===== src/rtl/mc_ctrl_pkg.sv =====
// Shared state encoding, opcode values and datapath select encodings for the
// multi-cycle RV32I controller.
package mc_ctrl_pkg;

    typedef enum logic [3:0] {
        S_FETCH, S_DECODE, S_MEMADR, S_MEMRD, S_MEMWB, S_MEMWR, S_EXEC_R,
        S_EXEC_I, S_ALUWB, S_BRANCH, S_JAL, S_JALR, S_LUI, S_HALT
    } state_t;

    localparam logic [6:0] OP_LOAD   = 7'b0000011;
    localparam logic [6:0] OP_STORE  = 7'b0100011;
    localparam logic [6:0] OP_RTYPE  = 7'b0110011;
    localparam logic [6:0] OP_ITYPE  = 7'b0010011;
    localparam logic [6:0] OP_BRANCH = 7'b1100011;
    localparam logic [6:0] OP_JAL    = 7'b1101111;
    localparam logic [6:0] OP_JALR   = 7'b1100111;
    localparam logic [6:0] OP_LUI    = 7'b0110111;

    localparam logic [2:0] ALU_ADD   = 3'b000;
    localparam logic [2:0] ALU_SUB   = 3'b001;
    localparam logic [2:0] ALU_AND   = 3'b010;
    localparam logic [2:0] ALU_OR    = 3'b011;
    localparam logic [2:0] ALU_SLT   = 3'b101;
    localparam logic [2:0] ALU_PASSB = 3'b110;

    localparam logic [1:0] RES_ALU = 2'b00;
    localparam logic [1:0] RES_MEM = 2'b01;
    localparam logic [1:0] RES_PC4 = 2'b10;

    localparam logic [2:0] IMM_I = 3'b000;
    localparam logic [2:0] IMM_S = 3'b001;
    localparam logic [2:0] IMM_B = 3'b010;
    localparam logic [2:0] IMM_J = 3'b011;
    localparam logic [2:0] IMM_U = 3'b100;

endpackage


===== src/rtl/mc_alu_dec.sv =====
// ALU operation decoder: funct3/funct7_5 to ALUControl, flagging unsupported
// funct3 values. funct7_5 only selects sub for register-register ops.
module mc_alu_dec
    import mc_ctrl_pkg::*;
(
    input  logic       i_funct3_0,
    input  logic       i_funct3_1,
    input  logic       i_funct3_2,
    input  logic       i_funct7_5,
    input  logic       i_rtype,
    output logic [2:0] o_alu_ctrl,
    output logic       o_illegal
);

    logic [2:0] w_funct3;
    assign w_funct3 = {i_funct3_2, i_funct3_1, i_funct3_0};

    always_comb begin
        o_alu_ctrl = ALU_ADD;
        o_illegal  = 1'b0;
        case (w_funct3)
            3'b000:  o_alu_ctrl = (i_rtype && i_funct7_5) ? ALU_SUB : ALU_ADD;
            3'b111:  o_alu_ctrl = ALU_AND;
            3'b110:  o_alu_ctrl = ALU_OR;
            3'b010:  o_alu_ctrl = ALU_SLT;
            default: o_illegal  = 1'b1;
        endcase
    end

endmodule


===== src/rtl/mc_ctrl.sv =====
// Multi-cycle RV32I control FSM. Define DMEM_WAIT_EN to add the mem_ready
// handshake that stretches MEMRD/MEMWR until data memory completes.
module mc_ctrl
    import mc_ctrl_pkg::*;
#(
    parameter int OP_WIDTH    = 7,
    parameter int STATE_WIDTH = 4
) (
    input  logic                clk,
    input  logic                rst,
    input  logic [OP_WIDTH-1:0] op,
    input  logic [2:0]          funct3,
    input  logic                funct7_5,
    input  logic                Zero,
`ifdef DMEM_WAIT_EN
    input  logic                mem_ready,
`endif
    output logic                IRWrite,
    output logic                PCWrite,
    output logic                PCSrc,
    output logic                JumpSrc,
    output logic [2:0]          ImmSrc,
    output logic                ALUSrc,
    output logic [2:0]          ALUControl,
    output logic [1:0]          ResultSrc,
    output logic                RegWrite,
    output logic                MemWrite,
    output logic                Halt
);

    logic [STATE_WIDTH-1:0] r_state;
    state_t                 w_state;
    state_t                 w_next;
    logic                   w_mem_ready;
    logic [2:0]             w_alu_ctrl;
    logic                   w_alu_illegal;
    logic                   w_br_legal;
    logic                   w_br_taken;

`ifdef DMEM_WAIT_EN
    assign w_mem_ready = mem_ready;
`else
    assign w_mem_ready = 1'b1;
`endif

    assign w_state    = state_t'(r_state);
    assign w_br_legal = (funct3 == 3'b000) || (funct3 == 3'b001);
    assign w_br_taken = funct3[0] ? ~Zero : Zero;

    mc_alu_dec u_alu_dec (
        .i_funct3_0 (funct3[0]),
        .i_funct3_1 (funct3[1]),
        .i_funct3_2 (funct3[2]),
        .i_funct7_5 (funct7_5),
        .i_rtype    (w_state == S_EXEC_R),
        .o_alu_ctrl (w_alu_ctrl),
        .o_illegal  (w_alu_illegal)
    );

    always_ff @(posedge clk or posedge rst) begin
        if (rst) r_state <= S_FETCH;
        else     r_state <= w_next;
    end

    // Outputs are forced low for the whole time rst is high, so an in-flight
    // write is cut off at the reset edge rather than at the next clock.
    always_comb begin
        w_next     = w_state;
        IRWrite    = 1'b0;
        PCWrite    = 1'b0;
        PCSrc      = 1'b0;
        JumpSrc    = 1'b0;
        ImmSrc     = IMM_I;
        ALUSrc     = 1'b0;
        ALUControl = ALU_ADD;
        ResultSrc  = RES_ALU;
        RegWrite   = 1'b0;
        MemWrite   = 1'b0;
        Halt       = 1'b0;
        if (!rst) begin
            case (w_state)
                S_FETCH: begin
                    IRWrite = 1'b1;
                    w_next  = S_DECODE;
                end
                S_DECODE: begin
                    case (op)
                        OP_LOAD, OP_STORE: w_next = S_MEMADR;
                        OP_RTYPE:          w_next = S_EXEC_R;
                        OP_ITYPE:          w_next = S_EXEC_I;
                        OP_BRANCH:         w_next = S_BRANCH;
                        OP_JAL:            w_next = S_JAL;
                        OP_JALR:           w_next = S_JALR;
                        OP_LUI:            w_next = S_LUI;
                        default:           w_next = S_HALT;
                    endcase
                end
                S_MEMADR: begin
                    ALUSrc = 1'b1;
                    ImmSrc = (op == OP_STORE) ? IMM_S : IMM_I;
                    w_next = (op == OP_STORE) ? S_MEMWR : S_MEMRD;
                end
                S_MEMRD: begin
                    if (w_mem_ready) w_next = S_MEMWB;
                end
                S_MEMWB: begin
                    ResultSrc = RES_MEM;
                    RegWrite  = 1'b1;
                    PCWrite   = 1'b1;
                    w_next    = S_FETCH;
                end
                S_MEMWR: begin
                    MemWrite = 1'b1;
                    if (w_mem_ready) begin
                        PCWrite = 1'b1;
                        w_next  = S_FETCH;
                    end
                end
                S_EXEC_R, S_EXEC_I: begin
                    ALUSrc     = (w_state == S_EXEC_I);
                    ALUControl = w_alu_ctrl;
                    w_next     = w_alu_illegal ? S_HALT : S_ALUWB;
                end
                S_ALUWB: begin
                    RegWrite = 1'b1;
                    PCWrite  = 1'b1;
                    w_next   = S_FETCH;
                end
                S_BRANCH: begin
                    ALUControl = ALU_SUB;
                    ImmSrc     = IMM_B;
                    if (w_br_legal) begin
                        PCWrite = 1'b1;
                        PCSrc   = w_br_taken;
                        w_next  = S_FETCH;
                    end else begin
                        w_next  = S_HALT;
                    end
                end
                S_JAL, S_JALR: begin
                    RegWrite  = 1'b1;
                    ResultSrc = RES_PC4;
                    PCWrite   = 1'b1;
                    PCSrc     = 1'b1;
                    JumpSrc   = (w_state == S_JALR);
                    ImmSrc    = (w_state == S_JALR) ? IMM_I : IMM_J;
                    w_next    = S_FETCH;
                end
                S_LUI: begin
                    ALUSrc     = 1'b1;
                    ALUControl = ALU_PASSB;
                    ImmSrc     = IMM_U;
                    RegWrite   = 1'b1;
                    PCWrite    = 1'b1;
                    w_next     = S_FETCH;
                end
                S_HALT: Halt = 1'b1;
                default: w_next = S_FETCH;
            endcase
        end
    end

endmodule


===== config.mk =====
export PLATFORM = sky130hd
export DESIGN_NAME = mc_ctrl
export DESIGN_NICKNAME = d
export VERILOG_FILES = /design/src/rtl/mc_ctrl_pkg.sv /design/src/rtl/mc_alu_dec.sv /design/src/rtl/mc_ctrl.sv
export SDC_FILE = /design/constraint.sdc
export NUM_CORES = 1
export LEC_CHECK = 0
export ABC_CLOCK_PERIOD_IN_PS = 4100
export CORE_MARGIN = 3
export CORE_UTILIZATION = 45
export CTS_CLUSTER_DIAMETER = 30
export DETAILED_ROUTE_END_ITERATION = 16
export DONT_BUFFER_PORTS = 1
export GPL_TIMING_DRIVEN = 0
export PLACE_DENSITY = 0.66
export SYNTH_ARGS = -nofsm -noshare
export SYNTH_HDL_FRONTEND = slang
export SYNTH_SLANG_ARGS = --single-unit

===== constraint.sdc =====
create_clock -name clk -period 4.1 [get_ports clk]
set_input_delay 0.82 -clock clk [delete_from_list [all_inputs] [get_ports clk]]
set_output_delay 0.82 -clock clk [all_outputs]
set_load 0.05 [all_outputs]

==> flow_metrics.tcl <==
set metrics [dict create \
    yosysSeqAreaShare_pct 15.0 \
    synth_top_flop_cell "dfrtp_1" \
    reg2regPathDepth 5 \
    fin_util_pct 54.1 \
    cp_data_required_time_ns 3.28 \
    path_clk_slew_ns 0.04 \
    rsz0062_at_grt "no" \
    start_util_pct 49.3 \
    grt_pass1_vias 770 \
    diodes 0 \
    ant_nets 0 \
    hold_viol 0 \
    fin_crit_sh_pct 77.7 \
    hold_path_class "primary input to asynchronous set/reset pin" \
    cts_setup_buffers 0 \
    ys_types 42 \
    fin_cells 112 \
    min_period_ns 3.19 \
    maxSlewHeadroom_pct 2.37 \
    dieArea_sq_um 1980 \
    worst_slew_pin_slew_ns 1.45 \
    yosysWarnings 0 \
    p_int_w 0.000169 \
    largest_reg_flops 4 \
    ys_ff_latch 4 \
    grt_max_degree 11 \
    place.detailed.hpwl_mm 1.39 \
    layout-drive-gt1-share_pct 17.5 \
    postSynthCellCount 94 \
    combPwrFrac_pct 70.1 \
    outcome "finished clean" \
    gr-total-overflow 0 \
    place_inst 109 \
    regMostFlops "r_state" \
    io_buffers 0 \
    clock_latency_ns 0.24 \
    skew_ns 0.00326 \
    clkPwrFrac_pct 12.3 \
    powerDensity_nw_per_um2 550 \
    routed_wl_mm 1.90 \
    placementRows 13 \
    endpoint "JumpSrc" \
    switching_share_pct 58.1 \
    p_leak_nw 0.306 \
    ys_async_sr_fraction_pct 100 \
    first_pass_iters 5 \
    synth_edf_count 0 \
    fmax_ghz 0.314 \
    die_h_um 44.5 \
    grt_usage_pct 21.6 \
    rrSetupSlack_ns 2.70 \
    peakVddDrop_uv 175 \
    syn_area_sq_um 666 \
    routed_via_density 6.95 \
    cp-startpoint "rst" \
    drv_cap 0 \
    slew_violations 0 \
    syn_avg_cell_area_sq_um 7.08 \
    nets 113 \
    crit_path_end_kind "output port" \
    final_common_cell "nor2_1" \
    r2r-end "r_state[0]" \
    fp.dieW_um 44.5 \
    core-area_sq_um 1350 \
    p_switching_w 0.000234 \
    gp_congestion 0.842 \
    postCtsResizedCells 0 \
    sequentialPowerShare_pct 17.6 \
    worst-setup-path-type "primary input to output port" \
    reg2reg_from "r_state[1]" \
    setup_tns_ns 0 \
    wire_per_inst_um 17.0 \
    worstSetupStartpointType "primary input" \
    grt_pass1_wl_mm 3.30 \
    path_max_fanout 9 \
    clock_path_buffers 2 \
    drcViolationCount 0 \
    setup_viol_count_final 0 \
    arrival_ns 2.37 \
    io_pins 30 \
    dr_total_vias 778 \
    reg_top3 "r_state (4)" \
    layout_common_cells "nor2_1 (11), a21oi_1 (8), nand2b_1 (6), nand2_1 (6), nor3_1 (5)" \
    antenna_found_initial 0 \
    htreeDepth 1 \
    first_iter_violations 21 \
    cts_sinks 4 \
    cts_buffers 3 \
    clock-root-buffer "clkbuf_4" \
    areaGrowthSynthToFinish_pct 9.77 \
    hold_buffers 0 \
    cts_tree "built" \
    syn_nets 108 \
]
worst max-delay path, cell delays in order:
cell and delay (ns):
inv_2 0.13, nand3b_1 0.15, nor2_1 0.72, and2_1 0.55
how the worst min path moves through the flow:
stage | startpoint | to | cells after the start
after global placement | rst | r_state[3] | 1
after detailed placement | rst | r_state[1] | 1
after floorplan | rst | r_state[0] | 1
after CTS | rst | r_state[1] | 1
after global routing | rst | r_state[1] | 1
final | rst | r_state[1] | 1
stage by stage:
step	worst slack (ns)	hold slack [ns]	area [sq um]	power (W)
4_1_cts	0.896	0.357	726	0.000396
2_1_floorplan	0.624	0.586	666	0.000298
3_3_place_gp	0.498	0.609	684	0.000339
5_1_grt	0.795	0.352	731	0.000432
3_5_place_dp	0.899	0.612	703	0.000344
6_report	0.913	0.362	731	0.000402
cells by family (layout without fill, tap and decap cells):
family	after synthesis	after routing	synth area share [%]
flops	4	4	15.0
xor+xnor	2	2	2.63
buf+inv	11	14	8.08
simple gates	46	46	40.6
compound gates	31	31	33.7
power by group through the flow:
stage	sequential [W]	combinational, W	clock, W
after floorplan	0.0000642	0.000234	0
after global placement	0.0000705	0.000269	0
after detailed placement	0.0000702	0.000274	0
after CTS	0.0000698	0.000275	0.0000514
after global routing	0.0000730	0.000303	0.0000560
final	0.0000709	0.000282	0.0000494
routing by layer:
layer  routed length (um)  global-route usage (%)
met4                    0                    7.23
met3                  195                    6.91
met5                    0                       0
met2                  852                    32.7
met1                  855                    28.8
synth_stat cells (3+ instances only):
cell	instances	area, sq um
nor2_1	11	41.3
a21oi_1	8	40.0
nand2_1	6	22.5
nand2b_1	6	37.5
nor3_1	6	30.0
buf_2	4	20.0
dfrtp_1	4	100
a311oi_1	3	26.3
inv_1	3	11.3
final cells by class:
cell class                 instances  area, sq um
fill                             132          619
tap                               15         18.8
multi-input combinational         79          536
clock buffer                       3         22.5
sequential                         4          100
inverter                           5         18.8
buffer                             6         35.0
No activity file was read; power rests on OpenSTA's default activity.
